### config.mk
export PLATFORM = sky130hd
export DESIGN_NAME = alu_cc_unit_flat
export DESIGN_NICKNAME = d
export VERILOG_FILES = /design/src/rtl/alu_cc_unit_if.sv /design/src/rtl/alu_cc_unit.sv /design/src/flat_wrapper.sv
export SDC_FILE = /design/constraint.sdc
export NUM_CORES = 1
export LEC_CHECK = 0
export CAP_MARGIN = 25
export CORE_UTILIZATION = 33
export CTS_BUF_LIST = sky130_fd_sc_hd__clkbuf_16
export CTS_CLUSTER_SIZE = 40
export DETAILED_ROUTE_END_ITERATION = 8
export PLACE_DENSITY_LB_ADDON = 0.25
export SYNTH_ARGS = -nofsm -noshare
export SYNTH_HDL_FRONTEND = slang
export SYNTH_SLANG_ARGS = --single-unit
### constraint.sdc
create_clock -name clk -period 2.15 [get_ports clk]
set_input_delay 0.3225 -clock clk [delete_from_list [all_inputs] [get_ports clk]]
set_output_delay 0.3225 -clock clk [all_outputs]
set_load 0.01 [all_outputs]
### src/rtl/alu_cc_unit_if.sv
// Bundle of the E-stage signals that feed the condition-code unit and its
// readback outputs. The master side is the pipeline control/ALU and the
// slave side is alu_cc_unit. CNT_W must match the unit's CNT_W.
interface alu_cc_unit_if #(
   parameter int CNT_W = 16
);
   logic             set_cc;
   logic             stall;
   logic             exc_block;
   logic [3:0]       alu_fn;
   logic [63:0]      alu_result;
   logic             alu_ovf;
   logic [3:0]       cond_fn;
   logic [2:0]       cc_out;
   logic             cond_out;
   logic             fn_err;
   logic [CNT_W-1:0] cc_updates;

   modport master (
      output set_cc, stall, exc_block, alu_fn, alu_result, alu_ovf, cond_fn,
      input  cc_out, cond_out, fn_err, cc_updates
   );

   modport slave (
      input  set_cc, stall, exc_block, alu_fn, alu_result, alu_ovf, cond_fn,
      output cc_out, cond_out, fn_err, cc_updates
   );
endinterface

### src/rtl/alu_cc_unit.sv
// Y86-64 execute-stage condition-code register and jXX/cmovXX condition
// evaluator. Flags are {ZF,SF,OF}, written one cycle after a committed OPq.
// A sticky error flag records illegal ALU or condition function codes, and a
// saturating counter tracks committed flag writes.
// Optional macro ALU_CC_BYPASS_EN: when defined, cond_out is evaluated on the
// flags being written in the same cycle, so a fused compare-branch sees its
// own result before the register updates.
module alu_cc_unit #(
   parameter int CNT_W = 16
) (
   input  logic         clk,
   input  logic         reset,
   alu_cc_unit_if.slave bus
);

   localparam logic [2:0]       CC_RESET = 3'b100;
   localparam logic [CNT_W-1:0] CNT_MAX  = {CNT_W{1'b1}};
   localparam logic [CNT_W-1:0] CNT_ONE  = {{(CNT_W-1){1'b0}}, 1'b1};

   // Condition evaluation on flags ordered {ZF,SF,OF}; unknown codes give 0.
   function automatic logic eval_cond(input logic [3:0] fn, input logic [2:0] f);
      logic zf;
      logic sf;
      logic of;
      logic res;
      zf = f[2];
      sf = f[1];
      of = f[0];
      case (fn)
         4'd0:    res = 1'b1;
         4'd1:    res = (sf ^ of) | zf;
         4'd2:    res = sf ^ of;
         4'd3:    res = zf;
         4'd4:    res = ~zf;
         4'd5:    res = ~(sf ^ of);
         4'd6:    res = ~(sf ^ of) & ~zf;
         default: res = 1'b0;
      endcase
      return res;
   endfunction

   logic [2:0]       cc_q;
   logic [2:0]       cc_d;
   logic             fn_err_q;
   logic             fn_err_d;
   logic [CNT_W-1:0] cnt_q;
   logic [CNT_W-1:0] cnt_d;

   logic             alu_fn_legal_s;
   logic             cond_fn_legal_s;
   logic             we_s;
   logic             of_new_s;
   logic [2:0]       flags_new_s;
   logic [2:0]       flags_eff_s;

   // Decode function-code legality and the commit strobe for this cycle.
   always_comb begin
      alu_fn_legal_s  = (bus.alu_fn <= 4'd3);
      cond_fn_legal_s = (bus.cond_fn <= 4'd6);
      we_s            = bus.set_cc & ~bus.stall & ~bus.exc_block & alu_fn_legal_s;
   end

   // New flags from the ALU result; logic ops never report overflow.
   always_comb begin
      case (bus.alu_fn)
         4'd0, 4'd1: of_new_s = bus.alu_ovf;
         default:    of_new_s = 1'b0;
      endcase
      flags_new_s = {(bus.alu_result == 64'd0), bus.alu_result[63], of_new_s};
   end

   // Select the flags the condition is evaluated on.
   always_comb begin
`ifdef ALU_CC_BYPASS_EN
      if (we_s) begin
         flags_eff_s = flags_new_s;
      end else begin
         flags_eff_s = cc_q;
      end
`else
      flags_eff_s = cc_q;
`endif
   end

   // Next-state for flags, sticky error and saturating update counter.
   always_comb begin
      if (we_s) begin
         cc_d = flags_new_s;
      end else begin
         cc_d = cc_q;
      end

      if (~bus.stall & ((bus.set_cc & ~alu_fn_legal_s) | ~cond_fn_legal_s)) begin
         fn_err_d = 1'b1;
      end else begin
         fn_err_d = fn_err_q;
      end

      if (we_s && (cnt_q != CNT_MAX)) begin
         cnt_d = cnt_q + CNT_ONE;
      end else begin
         cnt_d = cnt_q;
      end
   end

   // State registers; reset wins over any pending write.
   always_ff @(posedge clk) begin
      if (reset) begin
         cc_q     <= CC_RESET;
         fn_err_q <= 1'b0;
         cnt_q    <= {CNT_W{1'b0}};
      end else begin
         cc_q     <= cc_d;
         fn_err_q <= fn_err_d;
         cnt_q    <= cnt_d;
      end
   end

   // Drive outputs: registered state plus the combinational condition.
   always_comb begin
      bus.cc_out     = cc_q;
      bus.fn_err     = fn_err_q;
      bus.cc_updates = cnt_q;
      bus.cond_out   = eval_cond(bus.cond_fn, flags_eff_s);
   end

endmodule

### src/flat_wrapper.sv
// flat-port wrapper written by rule: the top's interface ports become plain ports
module alu_cc_unit_flat 
#(
   parameter int CNT_W = 16
)
  (clk, reset, bus_set_cc, bus_stall, bus_exc_block, bus_alu_fn, bus_alu_result, bus_alu_ovf, bus_cond_fn, bus_cc_out, bus_cond_out, bus_fn_err, bus_cc_updates);
  alu_cc_unit_if #(.CNT_W(CNT_W)) bus_i ();
  input  logic clk;
  input  logic reset;
  input wire logic [$bits(bus_i.set_cc)-1:0] bus_set_cc;
  input wire logic [$bits(bus_i.stall)-1:0] bus_stall;
  input wire logic [$bits(bus_i.exc_block)-1:0] bus_exc_block;
  input wire logic [$bits(bus_i.alu_fn)-1:0] bus_alu_fn;
  input wire logic [$bits(bus_i.alu_result)-1:0] bus_alu_result;
  input wire logic [$bits(bus_i.alu_ovf)-1:0] bus_alu_ovf;
  input wire logic [$bits(bus_i.cond_fn)-1:0] bus_cond_fn;
  output wire logic [$bits(bus_i.cc_out)-1:0] bus_cc_out;
  output wire logic [$bits(bus_i.cond_out)-1:0] bus_cond_out;
  output wire logic [$bits(bus_i.fn_err)-1:0] bus_fn_err;
  output wire logic [$bits(bus_i.cc_updates)-1:0] bus_cc_updates;
  assign bus_i.set_cc = bus_set_cc;
  assign bus_i.stall = bus_stall;
  assign bus_i.exc_block = bus_exc_block;
  assign bus_i.alu_fn = bus_alu_fn;
  assign bus_i.alu_result = bus_alu_result;
  assign bus_i.alu_ovf = bus_alu_ovf;
  assign bus_i.cond_fn = bus_cond_fn;
  assign bus_cc_out = bus_i.cc_out;
  assign bus_cond_out = bus_i.cond_out;
  assign bus_fn_err = bus_i.fn_err;
  assign bus_cc_updates = bus_i.cc_updates;
  alu_cc_unit #(.CNT_W(CNT_W)) u_core (.clk(clk), .reset(reset), .bus(bus_i));
endmodule
Word level (Yosys, flattened, before mapping)
Cells that the tools add are included.
{"block": "totals", "ff_bits": 20, "input_bits": 78, "out_inout_bits": 21}
{"block": "op_classes", "add_sub_neg": 1, "magnitude_cmp": 2, "eq_ne": 8, "n_mux": 2, "n_bitwise": 15, "reduce_logical": 5}
{"operator": "64-bit zero test", "count": 1}
{"operator": "16-bit by 1-bit adder with 16-bit output, second input constant", "count": 1}
{"operator": "16-bit != test, second input constant", "count": 1}
{"operator": "4-bit by 3-bit == test with 1-bit output, second input constant", "count": 3}
{"operator": "4-bit by 1-bit == test with 1-bit output, second input constant", "count": 2}
{"operator": "4-bit by 2-bit == test with 1-bit output, second input constant", "count": 2}
{"operator": "4-bit zero test", "count": 2}
{"operator": "1-bit one-hot mux with 7 select lines", "count": 1}
{"operator": "1-bit AND", "count": 6}
{"operator": "1-bit NOT", "count": 6}
{"operator": "4-bit by 2-bit less-or-equal comparator with 1-bit output, second input constant", "count": 1}
{"operator": "4-bit by 3-bit less-or-equal comparator with 1-bit output, second input constant", "count": 1}
{"operator": "1-bit OR", "count": 2}
{"operator": "2-bit OR reduction", "count": 1}
{"operator": "1-bit logical AND", "count": 1}
{"operator": "1-bit 2-to-1 mux", "count": 1}
{"operator": "1-bit XOR", "count": 1}

Longest topological paths before layout
{"block": "logic_depth", "word_depth": 5, "ltp_mapped": 6}

Worst setup path before layout
No wires, ideal clock.
{"block": "synth_timing", "kind": "flip-flop to flip-flop", "start": "register u_core.cnt_q[0] (netlist: u_core.bus.cc_updates[0])", "end": "register u_core.cnt_q[11] (netlist: u_core.bus.cc_updates[11])", "setup_time_ns": 0.121, "arrival_time_ns": 1.684, "path_slack_ns": 0.344, "stages_incl_launch_ff": 6, "period_less_slack_ns": 1.806, "cell_sequence": "dfxtp_1 ha_1 nand4_1 or3_4 and4_1 mux2_4"}
{"block": "synth_between", "elab_chain_len": 2, "word_cells_on_any_way": 3, "classes_between": "add/sub: 1; eq/ne: 1; reduce/logical: 1"}
{"element": "start, declared", "line_no": "alu_cc_unit.sv:46", "source": "logic [CNT_W-1:0] cnt_q;"}
{"element": "start signal, assigned", "line_no": "alu_cc_unit.sv:111", "source": "cnt_q <= {CNT_W{1'b0}};"}
{"element": "start signal, assigned", "line_no": "alu_cc_unit.sv:115", "source": "cnt_q <= cnt_d;"}
{"element": "parallel branches: the longest is 2 deep, another holds 16-bit by 1-bit adder with 16-bit output"}
Several ways; the timed one is not identified.
A chain may end at the register's enable or synchronous reset.

Worst setup path after layout
{"block": "layout_timing", "start": "register u_core.cnt_q[1] (netlist: u_core.bus.cc_updates[1])", "end": "register u_core.cnt_q[11] (netlist: u_core.bus.cc_updates[11])"}
Same word-level chain as after synthesis.

==> impl_results.md <==
* Mapped Cells at 150
* Core area at 3690 µm²
* Clock root cell: clkbuf_16
* Max Slew Vio Count at 0
* Max-Cap Viols at 0
* LEAKAGE at 0.880 nW
* Vias in the first global route at 1,574
* Slew HR at 0.756
* Sequential share of the synthesized area at 0.312
* Final RePlAce weighted congestion at 0.732
* Nets at 336
* CTS tree: built
* FFs w/ async S/R, synth at 0
* DRT antenna net count at 0
* Vias at 1,680
* Fin area at 2470 µm²
* TritonCTS buffer count at 3
* 1st-iter DRT viols at 100
* Peak supply drop at 0.425 mV
* GRT Resource Usage Total at 0.214
* Fmax achieved at 510 MHz
* Flops & latches, synth at 20
* DRT Pass-1 Iters at 4
* Fill cells at 321
* Syn_nets at 229
* Placed Area at 2360 µm²
* Ant diodes at 0
* # clock sinks at 20
* Initial antenna violation count at 0
* Clock Skew at 0.00879 ns
* Number of setup buffers added after CTS at 0
* Hold WC Path Type: reg -> reg
* Commonest cells in the netlist: dfxtp_1, a21oi_1, nor4_1
* CP max-delay cell: dfxtp_1
* Yosys cell types at 43
* Largest area contributor in the netlist: dfxtp_1
* Worst EP required at 2.30 ns
* Number of enable flip-flop cells after synthesis at 0
* Hold-fix buffers at CTS at 0
* Post-DP HPWL at 3420 µm
* Ys Warns at 0
* DR vias/cell at 5.53
* DIE WIDTH at 64.4 µm
* Syn avg cell area at 8.56 µm²
* Die area at 4140 µm²
* Initial Util at 0.348
* CP Class: reg -> reg
* Worst Path Max Fanout at 5
* # IOs at 99
* Max stage delay on crit path at 0.42 ns
* Critical-path cell list: ha_1 > nand4_1 > or3_4 > and4_1 > mux2_4
* RSZ-0062 raised after global routing: no
* Final worst slack at 0.188 ns
* Count leader, synth: dfxtp_1
* Primary FF master, synth: dfxtp_1
* Clock tree buffer depth at 2
* Rows at 22
* DRT Wirelength at 4270 µm
* Fin crit period at 1.96 ns
* Area share of the leading cell type in the synthesized netlist at 0.312
* Area growth from synthesis to layout at 92.3%
* Final setup vio count at 0
* Pre-CTS setup slack at -0.0134 ns
* Grt total ovfl at 0
* First-pass GRT wire length at 6870 µm
* Hold Vio Cnt, Final at 0
* Top cells by area, synth: dfxtp_1, nor4_1, a21oi_1
* WL/cell at 14.0 µm
* Pin count of the biggest net entering global routing at 17
* Startpoint types: flip-flop
* Clock slew at reported path FFs at 0.06 ns
* Netlist area before placement at 1280 µm²
* Share of cells above drive strength 1 at 0.105
* PD cells at 439 nW/µm²
* Worst-Margin Slew at 0.364 ns
* PortBufs at 97
* Status: completed
* Arrival time at the worst endpoint at 2.11 ns
* H-tree depth at 1
* Clock Latency Late Sink at 0.26 ns
* Die Y at 64.4 µm
* Total Power at 1.08 mW
* Endpoint type of the worst setup path: flip-flop
* DRC errors left at 0
* Period utilisation layout at 0.913
-- sequential cells by signal (all words and copies together), names as in the netlist --
| register | count |
|---|---|
| u_core.bus.cc_updates | 16 |
| u_core.bus.cc_out | 3 |
| u_core.bus.fn_err | 1 |
-- per-stage QoR --
stage	setup TNS, ns	hold slack (ns)	utilization	instances
final	0	0.473	0.669	304
after global routing	0	0.508	0.669	304
after CTS	0	0.482	0.669	304
after detailed placement	-0.0134	0.467	0.639	300
after global placement	0	0.455	0.639	300
after floorplan	0	0.470	-	150
-- cells by family (layout without fill, tap and decap cells) --
| logic type | Yosys count | in the layout | share of synthesized area |
|---|---|---|---|
| compound gates | 37 | 37 | 0.167 |
| xor+xnor | 1 | 1 | 0.00682 |
| fa+ha+maj | 1 | 1 | 0.00975 |
| buf+inv | 8 | 114 | 0.0322 |
| flops | 20 | 20 | 0.312 |
| mux | 4 | 4 | 0.0390 |
| simple gates | 79 | 79 | 0.434 |
-- where the power goes --
part	switching (mW)	total, mW	internal [mW]
logic	0.0488	0.192	0.143
clock network	0.147	0.516	0.370
registers	0.00234	0.376	0.373
-- critical path: cells and delay by family (launching register included) --
kind / cells / cell delay [ns]
adder cells (fa/ha/maj): 1 / 0.25
flip-flops: 1 / 0.42
multiplexers: 1 / 0.29
AND/OR/NAND/NOR: 3 / 0.89
-- repair_timing --
action                                  4_1_cts  5_1_grt
gates resized for setup                       3        0
endpoints found under the hold margin         0        0
endpoints found under the setup margin        1        0
-- final timing paths --
| kind | from | to | slack (ns) | cells after the start |
|---|---|---|---|---|
| setup reg to reg | u_core.bus.cc_updates[1]$_SDFFE_PP0P_ | u_core.bus.cc_updates[11]$_SDFFE_PP0P_ | 0.19 | 5 |
| hold / removal | u_core.bus.fn_err$_SDFFE_PP0P_ | u_core.bus.fn_err$_SDFFE_PP0P_ | 0.47 | 2 |
| hold reg to reg | u_core.bus.fn_err$_SDFFE_PP0P_ | u_core.bus.fn_err$_SDFFE_PP0P_ | 0.47 | 2 |
| setup / recovery | u_core.bus.cc_updates[1]$_SDFFE_PP0P_ | u_core.bus.cc_updates[11]$_SDFFE_PP0P_ | 0.19 | 5 |
-- area by class of cell --
class	count	area (µm²)	area share
Clock inverter	1	30.0	0.0122
Inverter	4	15.0	0.00608
Timing Repair Buffer	106	1040	0.420
Clock buffer	3	75.1	0.0304
Multi-Input combinational cell	122	850	0.344
Sequential cell	20	402	0.163
Tap cell	48	60.1	0.0243
-- per-layer routing --
metal	global-route usage	up-vias	part of all wire
li1	-	821	-
met1	0.230	773	0.38
met2	0.396	76	0.53
met3	0.0554	10	0.063
met4	0.0778	0	0.023
met5	0	-	0
-- layout by cell type (no fill, tap or decap), types with 2 or more instances in the layout --
cell type / count
clkdlybuf4s50_1: 96
dfxtp_1: 19
a21oi_1: 18
nor4_1: 16
o21ai_0: 9
buf_4: 9
nand4_1: 8
nand2_1: 6
nor2_1: 6
or4_1: 6
nand3_1: 5
o31ai_1: 5
inv_1: 4
nor3_1: 4
and4_1: 4
or3_1: 3
o41ai_1: 3
clkbuf_16: 3
mux2i_1: 2
nor2b_1: 2
mux2_4: 2
nand4b_1: 2
Power figures use the tool's default switching activity.
